[src/rtl/spi_slave_rx_if.sv]
// -----------------------------------------------------------------------------
// spi_slave_rx_if
// Valid/ready word hand-off between the SPI receive path and the core.
//
// Parameters:
//   W         word width in bits
//
// Signals:
//   rx_data   received word, first wire byte in the top byte
//   rx_valid  rx_data holds a word not yet taken by the consumer
//   rx_ready  consumer takes the word on a cycle where rx_valid && rx_ready
//
// Modports:
//   master    word producer (the SPI receiver)
//   slave     word consumer (the core)
// -----------------------------------------------------------------------------
interface spi_slave_rx_if #(
    parameter int W = 32
);
    logic [W-1:0] rx_data;
    logic         rx_valid;
    logic         rx_ready;

    modport master (
        output rx_data,
        output rx_valid,
        input  rx_ready
    );

    modport slave (
        input  rx_data,
        input  rx_valid,
        output rx_ready
    );
endinterface

[src/rtl/spi_slave_rx.sv]
// -----------------------------------------------------------------------------
// spi_slave_rx
// SPI (mode 0) target-side receive path. The SCLK, CS_N and MOSI pins are
// asynchronous to clk and are synchronized here. Bits are deserialized into
// bytes and bytes into a W = 8*BYTES_PER_WORD bit word. Each completed word is
// offered on a valid/ready interface.
//
// Parameters:
//   BYTES_PER_WORD  bytes per word (word width W = 8*BYTES_PER_WORD)
//   SYNC_STAGES     flops per input synchronizer (>= 2)
//
// Ports:
//   clk        system clock. It must run at least 4x the SCLK frequency.
//   rst        asynchronous active-high reset
//   sclk       SPI serial clock. It is asynchronous and idles low.
//   cs_n       SPI chip select. It is asynchronous and active-low.
//   mosi       SPI serial data in. It is asynchronous.
//   rx_if      master modport: rx_data / rx_valid out, rx_ready in
//   overrun    one-cycle pulse: a completed word was dropped because the
//              output buffer was still full
//   frame_err  one-cycle pulse: cs_n deasserted part way through a word
//   busy       synchronized chip select is asserted
//
// Build option:
//   SPI_SLAVE_RX_LSB_FIRST_EN  when defined, bits within each byte arrive LSB
//                              first. Byte order on the wire is unchanged.
//                              When undefined (default), bits arrive MSB first.
// -----------------------------------------------------------------------------
module spi_slave_rx #(
    parameter int BYTES_PER_WORD = 4,
    parameter int SYNC_STAGES    = 2
) (
    input  logic            clk,
    input  logic            rst,
    input  logic            sclk,
    input  logic            cs_n,
    input  logic            mosi,
    spi_slave_rx_if.master  rx_if,
    output logic            overrun,
    output logic            frame_err,
    output logic            busy
);

    localparam int W   = 8 * BYTES_PER_WORD;
    localparam int BCW = (BYTES_PER_WORD > 1) ? $clog2(BYTES_PER_WORD) : 1;
    localparam int FCW = $clog2(SYNC_STAGES + 1);

    localparam logic [BCW-1:0] LAST_BYTE = BCW'(BYTES_PER_WORD - 1);
    localparam logic [FCW-1:0] FILL_DONE = FCW'(SYNC_STAGES);

    typedef enum logic [0:0] {
        ST_IDLE   = 1'b0,
        ST_ACTIVE = 1'b1
    } state_e;

`ifdef SPI_SLAVE_RX_LSB_FIRST_EN
    // Reverse the bit order of a byte. This turns an LSB-first byte into its true value.
    function automatic logic [7:0] bit_rev8(input logic [7:0] b);
        logic [7:0] r;
        r = 8'h00;
        for (int i = 0; i < 8; i++) begin
            r[i] = b[7-i];
        end
        return r;
    endfunction
`endif

    // ---------------------------------------------------------------- signals
    logic [SYNC_STAGES-1:0] sclk_sync_q, sclk_sync_d;
    logic [SYNC_STAGES-1:0] cs_n_sync_q, cs_n_sync_d;
    logic [SYNC_STAGES-1:0] mosi_sync_q, mosi_sync_d;
    logic                   sclk_prev_q, sclk_prev_d;
    logic [FCW-1:0]         fill_cnt_q, fill_cnt_d;
    logic                   armed_q, armed_d;
    logic                   busy_q, busy_d;

    state_e                 state_q, state_d;
    logic [2:0]             bit_cnt_q, bit_cnt_d;
    logic [BCW-1:0]         byte_cnt_q, byte_cnt_d;
    logic [W-1:0]           shreg_q, shreg_d;

    logic [W-1:0]           rx_data_q, rx_data_d;
    logic                   rx_valid_q, rx_valid_d;
    logic                   overrun_q, overrun_d;
    logic                   frame_err_q, frame_err_d;

    logic                   sclk_s;
    logic                   cs_n_s;
    logic                   mosi_s;
    logic                   rise_s;
    logic                   byte_done_s;
    logic                   word_done_s;
    logic                   handshake_s;
    logic [W-1:0]           shifted_s;

    assign sclk_s      = sclk_sync_q[SYNC_STAGES-1];
    assign cs_n_s      = cs_n_sync_q[SYNC_STAGES-1];
    assign mosi_s      = mosi_sync_q[SYNC_STAGES-1];
    assign rise_s      = sclk_s & ~sclk_prev_q;
    assign byte_done_s = (bit_cnt_q == 3'd7);
    assign handshake_s = rx_valid_q & rx_if.rx_ready;

    // Synchronizer shift, edge history, post-reset arming and busy next-state
    always_comb begin
        sclk_sync_d = {sclk_sync_q[SYNC_STAGES-2:0], sclk};
        cs_n_sync_d = {cs_n_sync_q[SYNC_STAGES-2:0], cs_n};
        mosi_sync_d = {mosi_sync_q[SYNC_STAGES-2:0], mosi};
        sclk_prev_d = sclk_s;
        // busy mirrors the next synchronized cs_n. This keeps busy a flop
        // that stays exactly aligned with cs_n_s.
        busy_d      = ~cs_n_sync_d[SYNC_STAGES-1];

        // After reset the synchronizer outputs are reset values, not pin values.
        // Count until the pins have propagated through to the outputs.
        if (fill_cnt_q == FILL_DONE) begin
            fill_cnt_d = fill_cnt_q;
        end else begin
            fill_cnt_d = fill_cnt_q + FCW'(1);
        end

        // A frame already running when reset is released must be ignored.
        // Frames are accepted only after a real high level of cs_n is seen.
        if ((fill_cnt_q == FILL_DONE) && cs_n_s) begin
            armed_d = 1'b1;
        end else begin
            armed_d = armed_q;
        end
    end

    // Frame FSM, bit/byte counters and shift register next-state
    always_comb begin
        state_d     = state_q;
        bit_cnt_d   = bit_cnt_q;
        byte_cnt_d  = byte_cnt_q;
        shreg_d     = shreg_q;
        word_done_s = 1'b0;
        frame_err_d = 1'b0;

        shifted_s = {shreg_q[W-2:0], mosi_s};
`ifdef SPI_SLAVE_RX_LSB_FIRST_EN
        shifted_s[7:0] = byte_done_s ? bit_rev8(shifted_s[7:0]) : shifted_s[7:0];
`endif

        case (state_q)
            ST_IDLE: begin
                bit_cnt_d  = 3'd0;
                byte_cnt_d = {BCW{1'b0}};
                shreg_d    = {W{1'b0}};
                if (!cs_n_s && armed_q) begin
                    state_d = ST_ACTIVE;
                end else begin
                    state_d = ST_IDLE;
                end
            end

            ST_ACTIVE: begin
                // Exit wins over a coincident sclk rise. The error check uses
                // the counters before any update.
                if (cs_n_s) begin
                    state_d     = ST_IDLE;
                    bit_cnt_d   = 3'd0;
                    byte_cnt_d  = {BCW{1'b0}};
                    shreg_d     = {W{1'b0}};
                    frame_err_d = (bit_cnt_q != 3'd0) || (byte_cnt_q != {BCW{1'b0}});
                end else if (rise_s) begin
                    shreg_d   = shifted_s;
                    bit_cnt_d = bit_cnt_q + 3'd1;
                    if (byte_done_s) begin
                        if (byte_cnt_q == LAST_BYTE) begin
                            byte_cnt_d  = {BCW{1'b0}};
                            word_done_s = 1'b1;
                        end else begin
                            byte_cnt_d  = byte_cnt_q + BCW'(1);
                            word_done_s = 1'b0;
                        end
                    end else begin
                        byte_cnt_d = byte_cnt_q;
                    end
                end else begin
                    state_d = ST_ACTIVE;
                end
            end

            default: begin
                state_d    = ST_IDLE;
                bit_cnt_d  = 3'd0;
                byte_cnt_d = {BCW{1'b0}};
                shreg_d    = {W{1'b0}};
            end
        endcase
    end

    // Output buffer: load a completed word, or drop it and flag overrun
    always_comb begin
        rx_data_d  = rx_data_q;
        rx_valid_d = rx_valid_q;
        overrun_d  = 1'b0;

        if (word_done_s) begin
            // A hand-off in the same cycle frees the buffer for the new word.
            if (!rx_valid_q || handshake_s) begin
                rx_data_d  = shifted_s;
                rx_valid_d = 1'b1;
            end else begin
                overrun_d  = 1'b1;
            end
        end else if (handshake_s) begin
            rx_valid_d = 1'b0;
        end else begin
            rx_valid_d = rx_valid_q;
        end
    end

    // Input synchronizer and arming registers
    always_ff @(posedge clk or posedge rst) begin
        if (rst) begin
            sclk_sync_q <= {SYNC_STAGES{1'b0}};
            cs_n_sync_q <= {SYNC_STAGES{1'b1}};
            mosi_sync_q <= {SYNC_STAGES{1'b0}};
            sclk_prev_q <= 1'b0;
            fill_cnt_q  <= {FCW{1'b0}};
            armed_q     <= 1'b0;
            busy_q      <= 1'b0;
        end else begin
            sclk_sync_q <= sclk_sync_d;
            cs_n_sync_q <= cs_n_sync_d;
            mosi_sync_q <= mosi_sync_d;
            sclk_prev_q <= sclk_prev_d;
            fill_cnt_q  <= fill_cnt_d;
            armed_q     <= armed_d;
            busy_q      <= busy_d;
        end
    end

    // FSM, deserializer and output registers
    always_ff @(posedge clk or posedge rst) begin
        if (rst) begin
            state_q     <= ST_IDLE;
            bit_cnt_q   <= 3'd0;
            byte_cnt_q  <= {BCW{1'b0}};
            shreg_q     <= {W{1'b0}};
            rx_data_q   <= {W{1'b0}};
            rx_valid_q  <= 1'b0;
            overrun_q   <= 1'b0;
            frame_err_q <= 1'b0;
        end else begin
            state_q     <= state_d;
            bit_cnt_q   <= bit_cnt_d;
            byte_cnt_q  <= byte_cnt_d;
            shreg_q     <= shreg_d;
            rx_data_q   <= rx_data_d;
            rx_valid_q  <= rx_valid_d;
            overrun_q   <= overrun_d;
            frame_err_q <= frame_err_d;
        end
    end

    assign rx_if.rx_data  = rx_data_q;
    assign rx_if.rx_valid = rx_valid_q;
    assign overrun        = overrun_q;
    assign frame_err      = frame_err_q;
    assign busy           = busy_q;

endmodule

[src/flat_wrapper.sv]
// flat-port wrapper written by rule: the top's interface ports become plain ports
module spi_slave_rx_flat 
#(
    parameter int BYTES_PER_WORD = 4,
    parameter int SYNC_STAGES    = 2
)
  (clk, rst, sclk, cs_n, mosi, overrun, frame_err, busy, rx_if_rx_data, rx_if_rx_valid, rx_if_rx_ready);
  spi_slave_rx_if #(.W((32))) rx_if_i ();
  input  logic clk;
  input  logic rst;
  input  logic sclk;
  input  logic cs_n;
  input  logic mosi;
  output logic overrun;
  output logic frame_err;
  output logic busy;
  output wire logic [$bits(rx_if_i.rx_data)-1:0] rx_if_rx_data;
  output wire logic [$bits(rx_if_i.rx_valid)-1:0] rx_if_rx_valid;
  input wire logic [$bits(rx_if_i.rx_ready)-1:0] rx_if_rx_ready;
  assign rx_if_rx_data = rx_if_i.rx_data;
  assign rx_if_rx_valid = rx_if_i.rx_valid;
  assign rx_if_i.rx_ready = rx_if_rx_ready;
  spi_slave_rx #(.BYTES_PER_WORD(BYTES_PER_WORD), .SYNC_STAGES(SYNC_STAGES)) u_core (.clk(clk), .rst(rst), .sclk(sclk), .cs_n(cs_n), .mosi(mosi), .rx_if(rx_if_i), .overrun(overrun), .frame_err(frame_err), .busy(busy));
endmodule
[config.mk]
export PLATFORM = sky130hd
export DESIGN_NAME = spi_slave_rx_flat
export DESIGN_NICKNAME = d
export VERILOG_FILES = /design/src/rtl/spi_slave_rx_if.sv /design/src/rtl/spi_slave_rx.sv /design/src/flat_wrapper.sv
export SDC_FILE = /design/constraint.sdc
export NUM_CORES = 1
export LEC_CHECK = 0
export CAP_MARGIN = 10
export CORE_AREA = 4 4 80 82
export CTS_CLUSTER_DIAMETER = 120
export CTS_CLUSTER_SIZE = 14
export DETAILED_ROUTE_END_ITERATION = 10
export DIE_AREA = 0 0 84 86
export PLACE_DENSITY_LB_ADDON = 0.2
export RECOVER_POWER = 25
export SKIP_LAST_GASP = 1
export SLEW_MARGIN = 20
export SYNTH_ARGS = -nofsm -noshare
export SYNTH_HDL_FRONTEND = slang
export SYNTH_SLANG_ARGS = --single-unit
[constraint.sdc]
create_clock -name clk -period 4.8 [get_ports clk]
set_clock_uncertainty 0.15 [all_clocks]
set_input_delay 0.96 -clock clk [delete_from_list [all_inputs] [get_ports clk]]
set_output_delay 0.96 -clock clk [all_outputs]
set_load 0.05 [all_outputs]
==> results.yml, run 1 <==
logic_synthesis:
  yosysMostFrequentCell: "dfrtp_1"
  async_flop_share_pct: 100
  synth_top_family_by_area: "simple AND/OR/NAND/NOR gates"
  avgSynthCellArea_um2: 12.0
  syn_area_mm2: 0.00321
  muxShareOfSynthArea_pct: 11.2
  post-synth-top-area-cell: "dfrtp_1"
  synth_xor_area_share_pct: 0.820
  ys_ff_latch: 83
  ys_top_cells_by_area: "dfrtp_1 (63%), mux2_1 (11%), nand2_1 (8.2%)"
  synth_top_area_share_pct: 63.2
  synth-compound-area-share_pct: 5.89
  synth_edf_count: 0
  yosys.area_share.simple_pct: 11.3
  synth_cell_type_count: 23
  syn_nets: 280
  yosysWarningCount: 0
  synthTopCellsByCount: "dfrtp_1 (81), nand2_1 (70), a21oi_1 (34), mux2_1 (30), clkbuf_1 (10)"
  ys_seq_area_share_pct: 64.9
  synthAdderAreaFrac_pct: 2.34
  synth_ff_type: "dfrtp_1"
  synthCells: 268
cts:
  cts_resized: 0
  cts_sinks: 83
  clkLatencyLatePin_ns: 0.33
  cts_hold_buf: 0
  path_clk_slew_ns: 0.07
  numCtsBuffers: 9
  cts_max_level: 3
  cts_root_buf: "clkbuf_8"
  cts_tree: "built"
  cts_buffer_depth: 2
  cts_setup_buffers: 0
floorplan:
  die_h_um: 86
  coreArea_mm2: 0.00575
  start_util_pct: 55.8
  io_pins: 42
  die_x_um: 84
  num_rows: 28
  die_area_mm2: 0.00722
routing:
  dr.first_iter.drc_count: 167
  viasPerCell: 5.15
  vias: 2009
  wl_um: 5200
  first_pass_iters: 7
  antenna_left: 0
  wire_per_inst_um: 13.3
  drc_errors: 0
setup_path:
  worst-setup-path-type: "register to register"
  reg2regPathDepth: 5
  path_cells: "nand2b_1 -> clkbuf_1 -> nor4b_4 -> buf_4 -> mux2_1"
  r2r-start: "u_core.cs_n_sync_q[1]$_DFF_PP1_"
  rr_endpoint: "u_core.rx_if.rx_data[23]$_DFFE_PP0P_"
  critPathLaunchType: "register"
  critPathMaxStageDelay_ns: 1.23
  arrival_ns: 3.02
  ff2ff_setup_slack_ns: 1.84
  end_kind: "register"
  cp_max_fo: 38
  critPathRequiredTime_ns: 4.87
  cpMaxStageDelayCell: "clkbuf_1"
global_routing:
  antenna_found_initial: 0
  grt_max_degree: 62
  grt_pass1_vias: 1975
  gr-total-overflow: 0
  track_usage_pct: 15.9
  grt_pass1_wl_um: 9110
timing:
  hold_viol_final: 0
  tightestPinTransition_ns: 1.72
  rsz0062_at_grt: "no"
  slew_viol_final: 39
  finalSetupViolCount: 0
  fin_crit_ns: 2.96
  fmax_ghz: 0.338
  slew_headroom_pct: -14.4
  setup-tns-final_ns: 0
  fin_crit_sh_pct: 61.6
placed_design:
  dpl.hpwl_um: 3220
  gp_congestion: 0.704
  port_buffers: 41
power:
  power_leakage_nw: 1.77
  power.density_mw_per_mm2: 308
  ir_worst_vdd_mv: 0.162
final_layout:
  nets: 322
  layout-drive-gt1-share_pct: 7.30
  fin_util_pct: 66.9
  area_delta_synth_final_pct: 19.8
  antenna_cells: 0
  fillers: 457
worst_hold_path:
  whs_path_depth: 0
  min_path_type: "register to register"
  worstHoldStart: "u_core.sclk_sync_q[0]$_DFF_PP0_"
  hold_end: "u_core.sclk_sync_q[1]$_DFF_PP0_"
flow_run:
  maxCapViolCount: 1
status:
  violations: "capacitance limit, slew limit"
  run_status: "complete, but fails checks"
[how the worst max path moves through the flow]
stage | from | endpoint | slack (ns)
after floorplan | rst | u_core.armed_q$_DFFE_PP0P_ | 1.56
after global placement | rx_if_rx_ready | u_core.rx_if.rx_data[30]$_DFFE_PP0P_ | 1.98
after detailed placement | rx_if_rx_ready | u_core.rx_if.rx_data[5]$_DFFE_PP0P_ | 1.96
after CTS | u_core.rx_if.rx_data[26]$_DFFE_PP0P_ | rx_if_rx_data[26] | 2.15
after global routing | u_core.cs_n_sync_q[1]$_DFF_PP1_ | u_core.rx_if.rx_data[5]$_DFFE_PP0P_ | 1.62
final | u_core.cs_n_sync_q[1]$_DFF_PP1_ | u_core.rx_if.rx_data[23]$_DFFE_PP0P_ | 1.84
[layout by cell type, fill, tap and decap left out, types with 2 or more instances in the layout]
master           instances
a21oi_1                 34
inv_1                    8
dlygate4sd3_1            3
nand2_1                 70
nor2_1                   5
xnor2_1                  3
ha_1                     6
mux2_2                   2
clkbuf_8                11
buf_4                    4
nand2b_1                 3
dfstp_1                  2
clkinv_2                 2
clkdlybuf4s50_1         38
mux2_1                  30
dfrtp_1                 81
clkbuf_1                 4
[registers in the layout (all words and copies together) (netlist names), 2 cells and up]
| name | flops |
|---|---|
| u_core.rx_if.rx_data | 32 |
| u_core.shreg_q | 31 |
| u_core.bit_cnt_q | 3 |
| u_core.byte_cnt_q | 2 |
| u_core.cs_n_sync_q | 2 |
| u_core.fill_cnt_q | 2 |
| u_core.mosi_sync_q | 2 |
| u_core.sclk_sync_q | 2 |
[through the flow]
stage	hold WS, ns	std cells	cell area (µm²)	setup slack [ns]	total power [mW]
2_1_floorplan	0.181	268	3210	1.56	0.748
3_5_place_dp	0.186	374	3670	1.96	0.762
5_1_grt	0.210	390	3840	1.62	1.24
3_3_place_gp	0.184	374	3670	1.98	0.762
6_report	0.201	390	3840	1.84	1.18
4_1_cts	0.204	390	3840	2.15	1.20
[critical path, delay by kind of cell (launching register included)]
| family | cells | cell delay, ns |
|---|---|---|
| buf+inv | 2 | 1.57 |
| flops | 1 | 0.56 |
| mux | 1 | 0.37 |
| simple gates | 2 | 0.18 |
[final cells by class]
class,count,area (µm²),share of cell area [%]
multi-input combinational,161,1010,26.4
clock buffer,14,163,4.23
sequential,83,2080,54.1
timing repair buffer,46,444,11.6
inverter,9,36.3,0.945
clock inverter,2,10.0,0.261
tap,75,93.8,2.44
[per-layer routing]
metal	global-route usage, %	up-vias	routed length, µm
li1	-	952	-
met1	21.4	1008	2440
met2	25.1	41	2470
met3	4.42	8	217
met4	5.70	0	62
met5	0	-	0
[cell families after synthesis]
logic type,after synthesis
and+or+nand+nor,83
DFF,83
AOI/OAI and AO/OA,37
muxes,32
buffers and inverters,24
adders and majority gates,6
xor gates and xnor gates,3
[power breakdown]
part / leakage, nW / switching (mW) / internal [mW]
Combinational: 0.553 / 0.0308 / 0.00859
Clock: 0.0905 / 0.223 / 0.216
Sequential: 1.12 / 0.00310 / 0.704
No activity file was read; power rests on OpenSTA's default activity.
==> run 2, diff against run 1 <==
- CORE_AREA: 4 4 80 82 -> 4 4 83 85
- DIE_AREA: 0 0 84 86 -> 0 0 87 89
- clock period: 4.8 -> 3 ns (I/O delays scaled with it)
==> results.yml, run 2 (synthesized netlist as in run 1, its figures left out) <==
cts:
  path_clk_slew_ns: 0.08
  cts_sinks: 83
  cts_resized: 0
  clkLatencyLatePin_ns: 0.34
  numCtsBuffers: 9
  cts_setup_buffers: 0
  cts_max_level: 3
  cts_tree: "built"
  cts_root_buf: "clkbuf_8"
  cts_buffer_depth: 2
  cts_hold_buf: 0
floorplan:
  die_area_mm2: 0.00774
  io_pins: 42
  die_h_um: 89
  die_x_um: 87
  num_rows: 29
  coreArea_mm2: 0.00620
  start_util_pct: 51.7
setup_path:
  cp_top_family: "buffers and inverters"
  critPathMaxStageDelay_ns: 0.81
  worstPathBufferInverterCount: 1
  critPathRequiredTime_ns: 2.25
  path_cells: "clkdlybuf4s50_1"
  critPathLaunchType: "register"
  arrival_ns: 1.52
  end_kind: "output pin"
  worst-setup-path-type: "register to output pin"
  cp_max_fo: 2
  cpMaxStageDelayCell: "clkdlybuf4s50_1"
global_routing:
  grt_pass1_wl_um: 9330
  antenna_found_initial: 0
  grt_max_degree: 38
  grt_pass1_vias: 1981
  track_usage_pct: 15.7
  gr-total-overflow: 0
timing:
  fin_crit_sh_pct: 75.7
  tightestPinTransition_ns: 0.752
  fmax_ghz: 0.440
  slew_viol_final: 0
  hold_viol_final: 0
  rsz0062_at_grt: "no"
  worst_hold_slack_ns: 0.209
  finalSetupViolCount: 0
  slew_headroom_pct: 49.6
  setup-tns-final_ns: 0
  fin_crit_ns: 2.27
routing:
  vias: 1993
  first_pass_iters: 4
  drc_errors: 0
  antenna_left: 0
  wl_um: 5330
  viasPerCell: 5.07
  wire_per_inst_um: 13.6
  dr.first_iter.drc_count: 155
power:
  power.density_mw_per_mm2: 485
  power_leakage_nw: 1.78
  ir_worst_vdd_mv: 0.284
  power_mw: 1.88
final_layout:
  finalNonFillerCells: 393
  largest_register_ffs: 32
  antenna_cells: 0
  final_common_cell: "dfrtp_1"
  nets: 324
  seq_area_mm2: 0.00208
  layout-drive-gt1-share_pct: 8.23
  area_delta_synth_final_pct: 20.8
  final_cell_mix: "dfrtp_1 (81), nand2_1 (70), clkdlybuf4s50_1 (37)"
  multi_input_area_mm2: 0.00101
  final_cell_area_mm2: 0.00387
  fillers: 502
flow_run:
  maxCapViolCount: 0
placed_design:
  port_buffers: 41
  dpl.hpwl_um: 3300
  placed_cells: 378
  gp_congestion: 0.747
  placed_area_mm2: 0.00371
worst_hold_path:
  min_path_type: "register to register"
status:
  run_status: "finished clean"
[run 2: cell count changes in the layout (fill, tap and decap cells not counted), sizes merged]
| cell | change |
|---|---|
| buf | +3 |
| clkbuf | -3 |
| clkdlybuf4s50 | -1 |
| clkinv | +1 |
| clkinvlp | +1 |
| dlygate4sd3 | +1 |
| inv | -1 |
[run 2: per-layer routing]
layer | part of all wire [%] | track usage (%) | routed length [µm] | vias to the layer above
met1 | 48 | 22.0 | 2560 | 970
met3 | 5.0 | 2.49 | 267 | 11
met4 | 2.5 | 9.35 | 132 | 0
met5 | 0 | 0 | 0 | -
li1 | - | - | - | 958
met2 | 44 | 23.3 | 2370 | 54
[run 2: layout make-up]
type	count	area share, %
multi-input combinational	161	26.2
sequential	83	53.7
inverter	9	0.904
timing repair buffer	48	12.6
tap	77	2.49
clock buffer	12	3.75
clock inverter	3	0.388
[run 2: worst paths after layout]
| path | from | endpoint | slack [ns] | depth (start not counted) |
|---|---|---|---|---|
| max in group asynchronous | rst | u_core.cs_n_sync_q[0]$_DFF_PP1_ | 1.29 | 3 |
| hold reg to reg | u_core.sclk_sync_q[0]$_DFF_PP0_ | u_core.sclk_sync_q[1]$_DFF_PP0_ | 0.21 | 0 |
| setup reg to reg | u_core.bit_cnt_q[0]$_DFFE_PP0P_ | u_core.rx_if.rx_data[26]$_DFFE_PP0P_ | 0.94 | 6 |
| min in group asynchronous | rst | u_core.overrun$_DFF_PP0_ | 0.65 | 2 |
| setup / recovery | u_core.rx_if.rx_data[26]$_DFFE_PP0P_ | rx_if_rx_data[26] | 0.73 | 1 |
| hold / removal | u_core.sclk_sync_q[0]$_DFF_PP0_ | u_core.sclk_sync_q[1]$_DFF_PP0_ | 0.21 | 0 |
[run 2: stage by stage]
| step | util, % | worst slack, ns |
|---|---|---|
| floorplan | - | 0.117 |
| global placement | 59.9 | 0.677 |
| detailed placement | 59.9 | 0.651 |
| CTS | 62.4 | 0.701 |
| global route | 62.4 | 0.670 |
| finish | 62.4 | 0.729 |
[run 2: power by group]
part | total, mW | internal (mW) | switching [mW]
registers | 1.13 | 1.13 | 0.00485
logic | 0.0684 | 0.0174 | 0.0511
clock network | 0.681 | 0.315 | 0.365
total | 1.88 | 1.46 | 0.421
==> run 3, diff against run 2 <==
- clock period: 3 -> 2.3 ns (I/O delays scaled with it)
==> results.yml, run 3 (synthesized netlist as in run 1, its figures left out) <==
status:
  run_status: "finished clean"
placed_design:
  port_buffers: 41
  placed_area_mm2: 0.00371
  dpl.hpwl_um: 3350
  placed_cells: 376
  place_ws_ns: 0.0778
  gp_congestion: 0.709
final_layout:
  area_delta_synth_final_pct: 22.0
  final_cell_mix: "dfrtp_1 (81), nand2_1 (70), clkdlybuf4s50_1 (37)"
  fin_util_pct: 63.0
  largest_register_ffs: 32
  nets: 322
  final_common_cell: "dfrtp_1"
  antenna_cells: 0
  finalNonFillerCells: 392
  layout-drive-gt1-share_pct: 7.94
  fillers: 506
  final_cell_area_mm2: 0.00391
timing:
  fin_crit_sh_pct: 94.3
  fin_ws_ns: 0.131
  hold_viol_final: 0
  rsz0062_at_grt: "no"
  setup-tns-final_ns: 0
  worst_hold_slack_ns: 0.200
  fmax_ghz: 0.461
  tightestPinTransition_ns: 1.10
  slew_viol_final: 0
  finalSetupViolCount: 0
  fin_crit_ns: 2.17
  slew_headroom_pct: 26.8
setup_path:
  cpMaxStageDelayCell: "clkdlybuf4s50_1"
  path_cells: "clkdlybuf4s50_1"
  end_kind: "output pin"
  critPathRequiredTime_ns: 1.69
  worst-setup-path-type: "register to output pin"
  worstPathBufferInverterCount: 1
  cp_max_fo: 2
  cp_top_family: "buffers and inverters"
  reg2regPathDepth: 6
  arrival_ns: 1.56
  path_depth: 1
  critPathLaunchType: "register"
  critPathMaxStageDelay_ns: 0.82
cts:
  cts_sinks: 83
  cts_tree: "built"
  numCtsBuffers: 9
  cts_setup_buffers: 0
  clkLatencyLatePin_ns: 0.35
  cts_resized: 0
  cts_buffer_depth: 2
  path_clk_slew_ns: 0.08
  cts_root_buf: "clkbuf_8"
  cts_hold_buf: 0
  cts_max_level: 3
floorplan:
  num_rows: 29
  io_pins: 42
  die_area_mm2: 0.00774
  start_util_pct: 51.7
  die_h_um: 89
  coreArea_mm2: 0.00620
  die_x_um: 87
global_routing:
  grt_max_degree: 84
  grt_pass1_wl_um: 9360
  antenna_found_initial: 0
  track_usage_pct: 15.7
  grt_pass1_vias: 2026
  gr-total-overflow: 0
routing:
  wl_um: 5360
  drc_errors: 0
  vias: 2024
  first_pass_iters: 4
  antenna_left: 0
  viasPerCell: 5.16
  wire_per_inst_um: 13.7
  dr.first_iter.drc_count: 113
worst_hold_path:
  whs_path_depth: 0
  min_path_type: "register to register"
power:
  power_mw: 2.66
  power.density_mw_per_mm2: 681
  ir_worst_vdd_mv: 0.402
  power_leakage_nw: 1.79
flow_run:
  maxCapViolCount: 0
-- run 3: path summary, 6_finish.rpt --
path	startpoint	end	slack, ns
max	u_core.rx_if.rx_data[26]$_DFFE_PP0P_	rx_if_rx_data[26]	0.13
min	u_core.mosi_sync_q[0]$_DFF_PP0_	u_core.mosi_sync_q[1]$_DFF_PP0_	0.20
max reg2reg	u_core.bit_cnt_q[0]$_DFFE_PP0P_	u_core.rx_if.rx_data[30]$_DFFE_PP0P_	0.25
min reg2reg	u_core.mosi_sync_q[0]$_DFF_PP0_	u_core.mosi_sync_q[1]$_DFF_PP0_	0.20
max in group asynchronous	rst	u_core.rx_if.rx_data[16]$_DFFE_PP0P_	0.47
min in group asynchronous	rst	u_core.mosi_sync_q[0]$_DFF_PP0_	0.82
-- run 3: cell type report --
class / instances / area (µm²) / share of cell area, %
flip-flops and latches: 83 / 2080 / 53.2
multi-input cells: 161 / 1010 / 26.0
repair buffers: 46 / 473 / 12.1
clock buffers: 11 / 131 / 3.36
well taps: 77 / 96.3 / 2.46
clock inverters: 5 / 77.6 / 1.98
inverters: 9 / 37.5 / 0.960
-- run 3: worst register-to-register path: cells and delay by family, from the launching register on --
kind | cells | cell delay, ns
buffers and inverters | 1 | 0.24
and+or+nand+nor | 2 | 0.41
muxes | 1 | 0.38
DFF | 1 | 0.40
adders and majority gates | 2 | 0.37
-- run 3: layer usage --
layer / up-vias / wire length [µm] / global-route usage (%)
met5: - / 0 / 0
met4: 0 / 132 / 9.07
met3: 14 / 238 / 3.50
met2: 40 / 2610 / 24.4
met1: 1013 / 2380 / 20.4
li1: 957 / - / -
-- run 3: power breakdown --
part           total (mW)  internal (mW)  switching [mW]  leakage [nW]
registers            1.47           1.47         0.00634          1.12
clock network        1.10          0.608           0.493         0.103
logic              0.0859         0.0205          0.0654         0.558
total                2.66           2.10           0.565          1.79
